<file path="config.mk">
export PLATFORM = sky130hd
export DESIGN_NAME = wr_responder_flat
export DESIGN_NICKNAME = d
export VERILOG_FILES = /design/src/rtl/wr_responder_if.sv /design/src/rtl/wr_responder.sv /design/src/flat_wrapper.sv
export SDC_FILE = /design/constraint.sdc
export NUM_CORES = 1
export LEC_CHECK = 0
export ABC_CLOCK_PERIOD_IN_PS = 2440
export CAP_MARGIN = 20
export CORE_ASPECT_RATIO = 0.5
export CORE_MARGIN = 4
export CORE_UTILIZATION = 39
export DETAILED_ROUTE_END_ITERATION = 12
export HOLD_SLACK_MARGIN = 0.06
export PLACE_DENSITY_LB_ADDON = 0.3
export SYNTH_ARGS = -nofsm -noshare
export SYNTH_HDL_FRONTEND = slang
export SYNTH_SLANG_ARGS = --single-unit
</file>
<file path="constraint.sdc">
create_clock -name clk -period 2.44 [get_ports clk]
set_input_delay 0.488 -clock clk [delete_from_list [all_inputs] [get_ports clk]]
set_output_delay 0.488 -clock clk [all_outputs]
set_load 0.01 [all_outputs]
</file>
<file path="src/rtl/wr_responder_if.sv">
// AXI write-channel bundle (AW, W, B) shared by the responder and its initiator.
interface wr_responder_if #(
    parameter int ADDR_WIDTH = 33,
    parameter int DATA_WIDTH = 256,
    parameter int ID_WIDTH   = 5,
    parameter int LEN_WIDTH  = 8
);
    logic                    s_axi_AWVALID;
    logic                    s_axi_AWREADY;
    logic [ADDR_WIDTH-1:0]   s_axi_AWADDR;
    logic [ID_WIDTH-1:0]     s_axi_AWID;
    logic [LEN_WIDTH-1:0]    s_axi_AWLEN;
    logic [2:0]              s_axi_AWSIZE;
    logic [1:0]              s_axi_AWBURST;

    logic                    s_axi_WVALID;
    logic                    s_axi_WREADY;
    logic [DATA_WIDTH-1:0]   s_axi_WDATA;
    logic [DATA_WIDTH/8-1:0] s_axi_WSTRB;
    logic                    s_axi_WLAST;

    logic                    s_axi_BVALID;
    logic                    s_axi_BREADY;
    logic [1:0]              s_axi_BRESP;
    logic [ID_WIDTH-1:0]     s_axi_BID;

    modport slave (
        input  s_axi_AWVALID, s_axi_AWADDR, s_axi_AWID, s_axi_AWLEN, s_axi_AWSIZE, s_axi_AWBURST,
        output s_axi_AWREADY,
        input  s_axi_WVALID, s_axi_WDATA, s_axi_WSTRB, s_axi_WLAST,
        output s_axi_WREADY,
        output s_axi_BVALID, s_axi_BRESP, s_axi_BID,
        input  s_axi_BREADY
    );

    modport master (
        output s_axi_AWVALID, s_axi_AWADDR, s_axi_AWID, s_axi_AWLEN, s_axi_AWSIZE, s_axi_AWBURST,
        input  s_axi_AWREADY,
        output s_axi_WVALID, s_axi_WDATA, s_axi_WSTRB, s_axi_WLAST,
        input  s_axi_WREADY,
        input  s_axi_BVALID, s_axi_BRESP, s_axi_BID,
        output s_axi_BREADY
    );
endinterface

</file>
<file path="src/rtl/wr_responder.sv">
// AXI write responder: queues AW requests, sinks W beats, checks burst shape
// and returns one B response per burst, with activity counters.
module wr_responder #(
    parameter int ADDR_WIDTH = 33,
    parameter int DATA_WIDTH = 256,
    parameter int ID_WIDTH   = 5,
    parameter int LEN_WIDTH  = 8,
    parameter int AW_DEPTH   = 4
) (
    input  logic          clk,
    input  logic          rst_n,
    wr_responder_if.slave bus,
    input  logic          clear,
    output logic [63:0]   bursts_done,
    output logic [63:0]   beats_done,
    output logic [31:0]   err_cnt,
    output logic          idle
);
    localparam int PTR_W   = $clog2(AW_DEPTH);
    localparam int ENTRY_W = ID_WIDTH + LEN_WIDTH + 3 + 2;
    localparam logic [2:0] SIZE_OK = 3'($clog2(DATA_WIDTH / 8));

    typedef enum logic [1:0] {S_IDLE, S_DATA, S_RESP} state_t;

    state_t               state_q, state_d;
    logic [ENTRY_W-1:0]   mem_q [AW_DEPTH];
    logic [PTR_W:0]       wr_ptr_q, rd_ptr_q;
    logic                 ready_q;
    logic [ID_WIDTH-1:0]  cur_id_q, cur_id_d;
    logic [LEN_WIDTH-1:0] cur_len_q, cur_len_d;
    logic [LEN_WIDTH-1:0] beat_cnt_q, beat_cnt_d;
    logic                 cur_err_q, cur_err_d;
    logic [63:0]          bursts_q, bursts_d, beats_q, beats_d;
    logic [31:0]          err_q, err_d;

    logic                 empty, full, push, pop, w_hs, b_hs, exp_last;
    logic [ID_WIDTH-1:0]  head_id;
    logic [LEN_WIDTH-1:0] head_len;
    logic [2:0]           head_size;
    logic [1:0]           head_burst;
    logic                 awready, wready, bvalid;
    logic [1:0]           bresp;
    logic                 unused_ok;

    // Address and write payload are accepted but never stored.
    assign unused_ok = ^{bus.s_axi_AWADDR, bus.s_axi_WDATA, bus.s_axi_WSTRB};

    assign empty = (wr_ptr_q == rd_ptr_q);
    assign full  = (wr_ptr_q[PTR_W] != rd_ptr_q[PTR_W]) &&
                   (wr_ptr_q[PTR_W-1:0] == rd_ptr_q[PTR_W-1:0]);
    assign push  = bus.s_axi_AWVALID && awready;
    assign pop   = (state_q == S_IDLE) && !empty;
    assign w_hs  = (state_q == S_DATA) && bus.s_axi_WVALID;
    assign b_hs  = (state_q == S_RESP) && bus.s_axi_BREADY;
    assign exp_last = (beat_cnt_q == cur_len_q);
    assign {head_id, head_len, head_size, head_burst} = mem_q[rd_ptr_q[PTR_W-1:0]];

    // AW queue storage; contents are don't-care until written.
    always_ff @(posedge clk) begin
        if (push) begin
            mem_q[wr_ptr_q[PTR_W-1:0]] <= {bus.s_axi_AWID, bus.s_axi_AWLEN,
                                           bus.s_axi_AWSIZE, bus.s_axi_AWBURST};
        end
    end

    // Queue pointers and the post-reset ready flag that gates AWREADY.
    always_ff @(posedge clk or negedge rst_n) begin
        if (!rst_n) begin
            wr_ptr_q <= '0;
            rd_ptr_q <= '0;
            ready_q  <= 1'b0;
        end else begin
            ready_q <= 1'b1;
            if (push) wr_ptr_q <= wr_ptr_q + {{PTR_W{1'b0}}, 1'b1};
            if (pop)  rd_ptr_q <= rd_ptr_q + {{PTR_W{1'b0}}, 1'b1};
        end
    end

    // FSM state register.
    always_ff @(posedge clk or negedge rst_n) begin
        if (!rst_n) state_q <= S_IDLE;
        else        state_q <= state_d;
    end

    // FSM next-state: a WLAST mismatch in either direction still closes the burst.
    always_comb begin
        state_d = state_q;
        unique case (state_q)
            S_IDLE: if (!empty) state_d = S_DATA;
            S_DATA: if (w_hs && (bus.s_axi_WLAST || exp_last)) state_d = S_RESP;
            S_RESP: if (bus.s_axi_BREADY) state_d = S_IDLE;
            default: state_d = S_IDLE;
        endcase
    end

    // FSM outputs; AWREADY looks only at registered occupancy, never a same-cycle pop.
    always_comb begin
        awready = ready_q && !full;
        wready  = (state_q == S_DATA);
        bvalid  = (state_q == S_RESP);
        bresp   = (bvalid && cur_err_q) ? 2'b10 : 2'b00;
        idle    = ready_q && (state_q == S_IDLE) && empty;
    end

    assign bus.s_axi_AWREADY = awready;
    assign bus.s_axi_WREADY  = wready;
    assign bus.s_axi_BVALID  = bvalid;
    assign bus.s_axi_BRESP   = bresp;
    assign bus.s_axi_BID     = cur_id_q;

    // Current-burst tracking: load on pop, count beats and flag shape errors.
    always_comb begin
        cur_id_d   = cur_id_q;
        cur_len_d  = cur_len_q;
        beat_cnt_d = beat_cnt_q;
        cur_err_d  = cur_err_q;
        if (pop) begin
            cur_id_d   = head_id;
            cur_len_d  = head_len;
            beat_cnt_d = '0;
            cur_err_d  = (head_size != SIZE_OK) || (head_burst != 2'b01);
        end else if (w_hs) begin
            beat_cnt_d = beat_cnt_q + {{(LEN_WIDTH-1){1'b0}}, 1'b1};
            if (bus.s_axi_WLAST != exp_last) cur_err_d = 1'b1;
        end
    end

    // Statistics counters; clear overrides any same-cycle increment.
    always_comb begin
        bursts_d = bursts_q + (b_hs ? 64'd1 : 64'd0);
        beats_d  = beats_q + (w_hs ? 64'd1 : 64'd0);
        err_d    = err_q;
        if (b_hs && cur_err_q && (err_q != '1)) err_d = err_q + 32'd1;
        if (clear) begin
            bursts_d = '0;
            beats_d  = '0;
            err_d    = '0;
        end
    end

    // Burst-tracking and counter registers.
    always_ff @(posedge clk or negedge rst_n) begin
        if (!rst_n) begin
            cur_id_q   <= '0;
            cur_len_q  <= '0;
            beat_cnt_q <= '0;
            cur_err_q  <= 1'b0;
            bursts_q   <= '0;
            beats_q    <= '0;
            err_q      <= '0;
        end else begin
            cur_id_q   <= cur_id_d;
            cur_len_q  <= cur_len_d;
            beat_cnt_q <= beat_cnt_d;
            cur_err_q  <= cur_err_d;
            bursts_q   <= bursts_d;
            beats_q    <= beats_d;
            err_q      <= err_d;
        end
    end

    assign bursts_done = bursts_q;
    assign beats_done  = beats_q;
    assign err_cnt     = err_q;
endmodule
</file>
<file path="src/flat_wrapper.sv">
// flat-port wrapper written by rule: the top's interface ports become plain ports
module wr_responder_flat 
#(
    parameter int ADDR_WIDTH = 33,
    parameter int DATA_WIDTH = 256,
    parameter int ID_WIDTH   = 5,
    parameter int LEN_WIDTH  = 8,
    parameter int AW_DEPTH   = 4
)
  (clk, rst_n, clear, bursts_done, beats_done, err_cnt, idle, bus_s_axi_AWVALID, bus_s_axi_AWADDR, bus_s_axi_AWID, bus_s_axi_AWLEN, bus_s_axi_AWSIZE, bus_s_axi_AWBURST, bus_s_axi_AWREADY, bus_s_axi_WVALID, bus_s_axi_WDATA, bus_s_axi_WSTRB, bus_s_axi_WLAST, bus_s_axi_WREADY, bus_s_axi_BVALID, bus_s_axi_BRESP, bus_s_axi_BID, bus_s_axi_BREADY);
  wr_responder_if #(.ADDR_WIDTH(ADDR_WIDTH), .DATA_WIDTH(DATA_WIDTH), .ID_WIDTH(ID_WIDTH), .LEN_WIDTH(LEN_WIDTH)) bus_i ();
  input  logic clk;
  input  logic rst_n;
  input  logic clear;
  output logic [63:0] bursts_done;
  output logic [63:0] beats_done;
  output logic [31:0] err_cnt;
  output logic idle;
  input wire logic [$bits(bus_i.s_axi_AWVALID)-1:0] bus_s_axi_AWVALID;
  input wire logic [$bits(bus_i.s_axi_AWADDR)-1:0] bus_s_axi_AWADDR;
  input wire logic [$bits(bus_i.s_axi_AWID)-1:0] bus_s_axi_AWID;
  input wire logic [$bits(bus_i.s_axi_AWLEN)-1:0] bus_s_axi_AWLEN;
  input wire logic [$bits(bus_i.s_axi_AWSIZE)-1:0] bus_s_axi_AWSIZE;
  input wire logic [$bits(bus_i.s_axi_AWBURST)-1:0] bus_s_axi_AWBURST;
  output wire logic [$bits(bus_i.s_axi_AWREADY)-1:0] bus_s_axi_AWREADY;
  input wire logic [$bits(bus_i.s_axi_WVALID)-1:0] bus_s_axi_WVALID;
  input wire logic [$bits(bus_i.s_axi_WDATA)-1:0] bus_s_axi_WDATA;
  input wire logic [$bits(bus_i.s_axi_WSTRB)-1:0] bus_s_axi_WSTRB;
  input wire logic [$bits(bus_i.s_axi_WLAST)-1:0] bus_s_axi_WLAST;
  output wire logic [$bits(bus_i.s_axi_WREADY)-1:0] bus_s_axi_WREADY;
  output wire logic [$bits(bus_i.s_axi_BVALID)-1:0] bus_s_axi_BVALID;
  output wire logic [$bits(bus_i.s_axi_BRESP)-1:0] bus_s_axi_BRESP;
  output wire logic [$bits(bus_i.s_axi_BID)-1:0] bus_s_axi_BID;
  input wire logic [$bits(bus_i.s_axi_BREADY)-1:0] bus_s_axi_BREADY;
  assign bus_i.s_axi_AWVALID = bus_s_axi_AWVALID;
  assign bus_i.s_axi_AWADDR = bus_s_axi_AWADDR;
  assign bus_i.s_axi_AWID = bus_s_axi_AWID;
  assign bus_i.s_axi_AWLEN = bus_s_axi_AWLEN;
  assign bus_i.s_axi_AWSIZE = bus_s_axi_AWSIZE;
  assign bus_i.s_axi_AWBURST = bus_s_axi_AWBURST;
  assign bus_s_axi_AWREADY = bus_i.s_axi_AWREADY;
  assign bus_i.s_axi_WVALID = bus_s_axi_WVALID;
  assign bus_i.s_axi_WDATA = bus_s_axi_WDATA;
  assign bus_i.s_axi_WSTRB = bus_s_axi_WSTRB;
  assign bus_i.s_axi_WLAST = bus_s_axi_WLAST;
  assign bus_s_axi_WREADY = bus_i.s_axi_WREADY;
  assign bus_s_axi_BVALID = bus_i.s_axi_BVALID;
  assign bus_s_axi_BRESP = bus_i.s_axi_BRESP;
  assign bus_s_axi_BID = bus_i.s_axi_BID;
  assign bus_i.s_axi_BREADY = bus_s_axi_BREADY;
  wr_responder #(.ADDR_WIDTH(ADDR_WIDTH), .DATA_WIDTH(DATA_WIDTH), .ID_WIDTH(ID_WIDTH), .LEN_WIDTH(LEN_WIDTH), .AW_DEPTH(AW_DEPTH)) u_core (.clk(clk), .rst_n(rst_n), .bus(bus_i), .clear(clear), .bursts_done(bursts_done), .beats_done(beats_done), .err_cnt(err_cnt), .idle(idle));
endmodule
</file>
==> flow_summary_export.csv <==
group,metric,value,unit
status,status,"complete, but fails checks",
status,violations,"negative setup slack",
synth,synth_most_common_cell,"dfrtp_1",
final_layout,antenna_cells,0,
worst_setup_path,startpoint_type,"flip-flop",
worst_setup_path,reg2reg_to,"u_core.bursts_done[58]",
clocking,cts_tree,"built",
clocking,cts_sinks,263,
clocking,clockBufferDepth,3,
synth,synth_top_area_share,37.9,%
sta,rsz0062_at_grt,"true",
drt,drt_pass1_iterations,8,
final_layout,final_layout_size_suffix_gt1_share,17.4,%
sta,hold_viol,0,
job,drv_cap,0,
sta,fmax,406,MHz
synth,ys_seq_area_share,55.0,%
floorplan,coreArea,0.0318,mm^2
synth,async_flop_share,72.6,%
drt,wl_met3,1640,um
final_layout,nFillCells,2722,
clocking,insertion_delay,570,ps
synth,ys_warn_count,0,
drt,wl,36500,um
global_routing,grt_pass1_vias,10578,
drt,drc,0,
drt,dr.max_layer_used,"met4",
synth,netlist-cell-type-count,59,
worst_setup_path,critPathCaptureType,"flip-flop",
drt,drtAntennaViolNets,0,
worst_setup_path,crit_type,"reg2reg",
floorplan,dieArea,0.0355,mm^2
global_routing,antenna_found_initial,0,
drt,wl_met2,18800,um
synth,syn_nets,1511,
power,leakagePower,6.51,nW
synth,syn_area,0.0126,mm^2
floorplan,fp-row-count,46,
placed_design,gp_congestion,0.853,
worst_setup_path,cpMaxStageDelayCell,"or4_4",
synth,ys_seq_elements,263,
final_layout,nets,1804,
synth,yosys-top-cells-area,"dfrtp_1 (38%), edfxtp_1 (17%), xor2_1 (4.4%)",
drt,viasPerCell,5.60,
power,max-vdd-ir-drop,0.553,mV
worst_setup_path,cp_data_required_time,2910,ps
synth,yosys.area.top_type,"dfrtp_1",
sta,setup_viol,6,
sta,slew_violations,0,
worst_setup_path,arrival,2930,ps
hold_path,hp-class,"in2reg",
final_layout,finalCoreUtilization,53.9,%
synth,netlist_instances,1153,
synth,synth-edff-count,72,
clocking,cts.clk_slew.worst_paths,70,ps
hold_path,min_path_cells,2,
drt,vias,10637,
sta,tightest_slew,557,ps
placed_design,port_buffers,194,
drt,drt_iter0_markers,760,
global_routing,grt_first_pass_wirelength,58000,um
sta,fin_ws,-25.4,ps
clocking,htreeDepth,1,
worst_setup_path,critPathMaxStageDelay,420,ps
sta,slew_headroom,62.5,%
sta,period_needed,2470,ps
floorplan,initial_core_util,39.7,%
clocking,clockRootBuffer,"clkbuf_16",
clocking,cts_buffers,26,
global_routing,grt_max_degree,60,
floorplan,fp.dieW,262,um
worst_setup_path,crit_chain,"nor2b_2 > and2_4 > ha_4 > nand4_1 > nor3_4 > nand4_1 > buf_6 > buf_6 > or4_4 > a21oi_2",
synth,syn_area_per_cell,10.9,um^2
worst_setup_path,rrSetupSlack,-30,ps
final_layout,area_growth,35.6,%
floorplan,io-pin-count,517,
placed_design,dp_hpwl,25300,um
worst_setup_path,cp-startpoint,"u_core.state_q[0]",
sta,finClkSkew,27.7,ps
global_routing,grt.total_usage,19.8,%
worst_setup_path,reg2regPathDepth,10,
global_routing,overflow,0,
worst_setup_path,worstSetupEndpoint,"u_core.bursts_done[58]",
sta,period_share,101,%
synth,synthFlopType,"dfrtp_1",
drt,m1WireLength,15100,um
power,power,11.6,mW
worst_setup_path,r2r_start,"u_core.state_q[0]",
drt,wl_per_cell,19.2,um
synth,synth_common_cells,"dfrtp_1 (191), nor2_1 (94), a21oi_1 (90)",
worst_setup_path,cp_max_fo,5,
floorplan,die_height,135,um
power,power.density,676,mW/mm^2
-- report_power, final --
group | total, mW | internal (mW) | switching (mW)
clock network | 4.46 | 2.64 | 1.82
registers | 5.13 | 4.91 | 0.217
logic | 1.98 | 1.03 | 0.953
-- layout make-up --
cell class | instances | area, um^2 | share of cell area (%)
Multi-Input combinational cell | 820 | 5610 | 32.8
Sequential cell | 263 | 6940 | 40.6
Timing Repair Buffer | 316 | 3000 | 17.5
Clock buffer | 35 | 724 | 4.23
Inverter | 19 | 73.8 | 0.431
Clock inverter | 13 | 226 | 1.32
Tap cell | 432 | 541 | 3.16
-- worst min-delay path by stage --
stage | endpoint | startpoint
6_report | u_core.err_cnt[14] | clear
5_1_grt | u_core.beats_done[16] | clear
4_1_cts | u_core.err_cnt[14] | clear
3_5_place_dp | u_core.rd_ptr_q[2] | u_core.rd_ptr_q[2]
3_3_place_gp | u_core.bursts_done[51] | rst_n
2_1_floorplan | u_core.beat_cnt_q[0] | rst_n
-- stage by stage --
step | TNS [ps] | worst slack (ps) | std cells | hold WS (ps) | area, um^2
final | -76.5 | -25.4 | 1898 | 278 | 17100
after global placement | -30300 | -540 | 1822 | 476 | 15700
after floorplan | -69.5 | -39.8 | 1153 | 192 | 12600
after global routing | -2610 | -154 | 1898 | 272 | 17100
after detailed placement | -34570 | -602 | 1822 | 481 | 15700
after CTS | -4.67 | -4.67 | 1884 | 255 | 16800
-- registers in the layout, indices dropped and copies added, names as in the netlist --
register / count
u_core.mem_q: 72
u_core.beats_done: 64
u_core.bursts_done: 64
u_core.err_cnt: 32
u_core.beat_cnt_q: 8
u_core.cur_len_q: 8
u_core.bus.s_axi_BID: 5
u_core.rd_ptr_q: 3
u_core.wr_ptr_q: 3
u_core.state_q: 2
u_core.cur_err_q: 1
u_core.ready_q: 1
-- cells by family (layout without fill, tap and decap cells) --
| kind of cell | count (synthesis) | in the layout | synth area share (%) |
|---|---|---|---|
| multiplexers | 31 | 31 | 3.92 |
| flip-flops | 263 | 263 | 55.0 |
| adder cells (fa/ha/maj) | 12 | 12 | 1.19 |
| buffers and inverters | 70 | 383 | 2.34 |
| other | 2 | 2 | 0.0595 |
| AO/OA/AOI/OAI | 200 | 200 | 9.65 |
| AND/OR/NAND/NOR | 491 | 491 | 22.0 |
| XOR/XNOR | 84 | 84 | 5.83 |
-- per-layer routing --
metal | GRT usage, % | up-vias
met4 | 4.97 | 0
met3 | 3.32 | 59
met5 | 0 | -
li1 | - | 4948
met1 | 25.0 | 5357
met2 | 35.9 | 273
-- critical path, delay by kind of cell, from the launching register on --
family	cells	cell delay (ps)
and+or+nand+nor	6	1390
adders and majority gates	1	130
DFF	1	400
buffers and inverters	2	290
AOI/OAI and AO/OA	1	160
-- what timing repair did --
| action | CTS | global route |
|---|---|---|
| resized for setup | 27 | 47 |
| setup buffers | 11 | 13 |
| setup endpoints to repair | 48 | 69 |
| gates cloned | 2 | 2 |
| hold endpoints to repair | 46 | 0 |
| pin swaps | 26 | 33 |
| hold buffers | 1 | 0 |
-- placed cells by master (no fill, tap or decap), drive strengths merged, types with 5 or more instances in the layout --
cell type	n
nor4	15
clkdlybuf4s50	189
mux4	13
dfrtp	191
and2	6
mux2	17
nor2b	8
ha	12
buf	122
edfxtp	72
and4	12
bufinv	5
or4	59
nor2	94
clkinv	7
xnor2	20
xor2	64
nand2	64
inv	19
nand4	60
o31ai	59
o21ai	31
nand3	75
clkbuf	36
a21oi	90
and3	37
or3	33
nor3	15
Note: power is estimated with default switching activity, not from simulation.
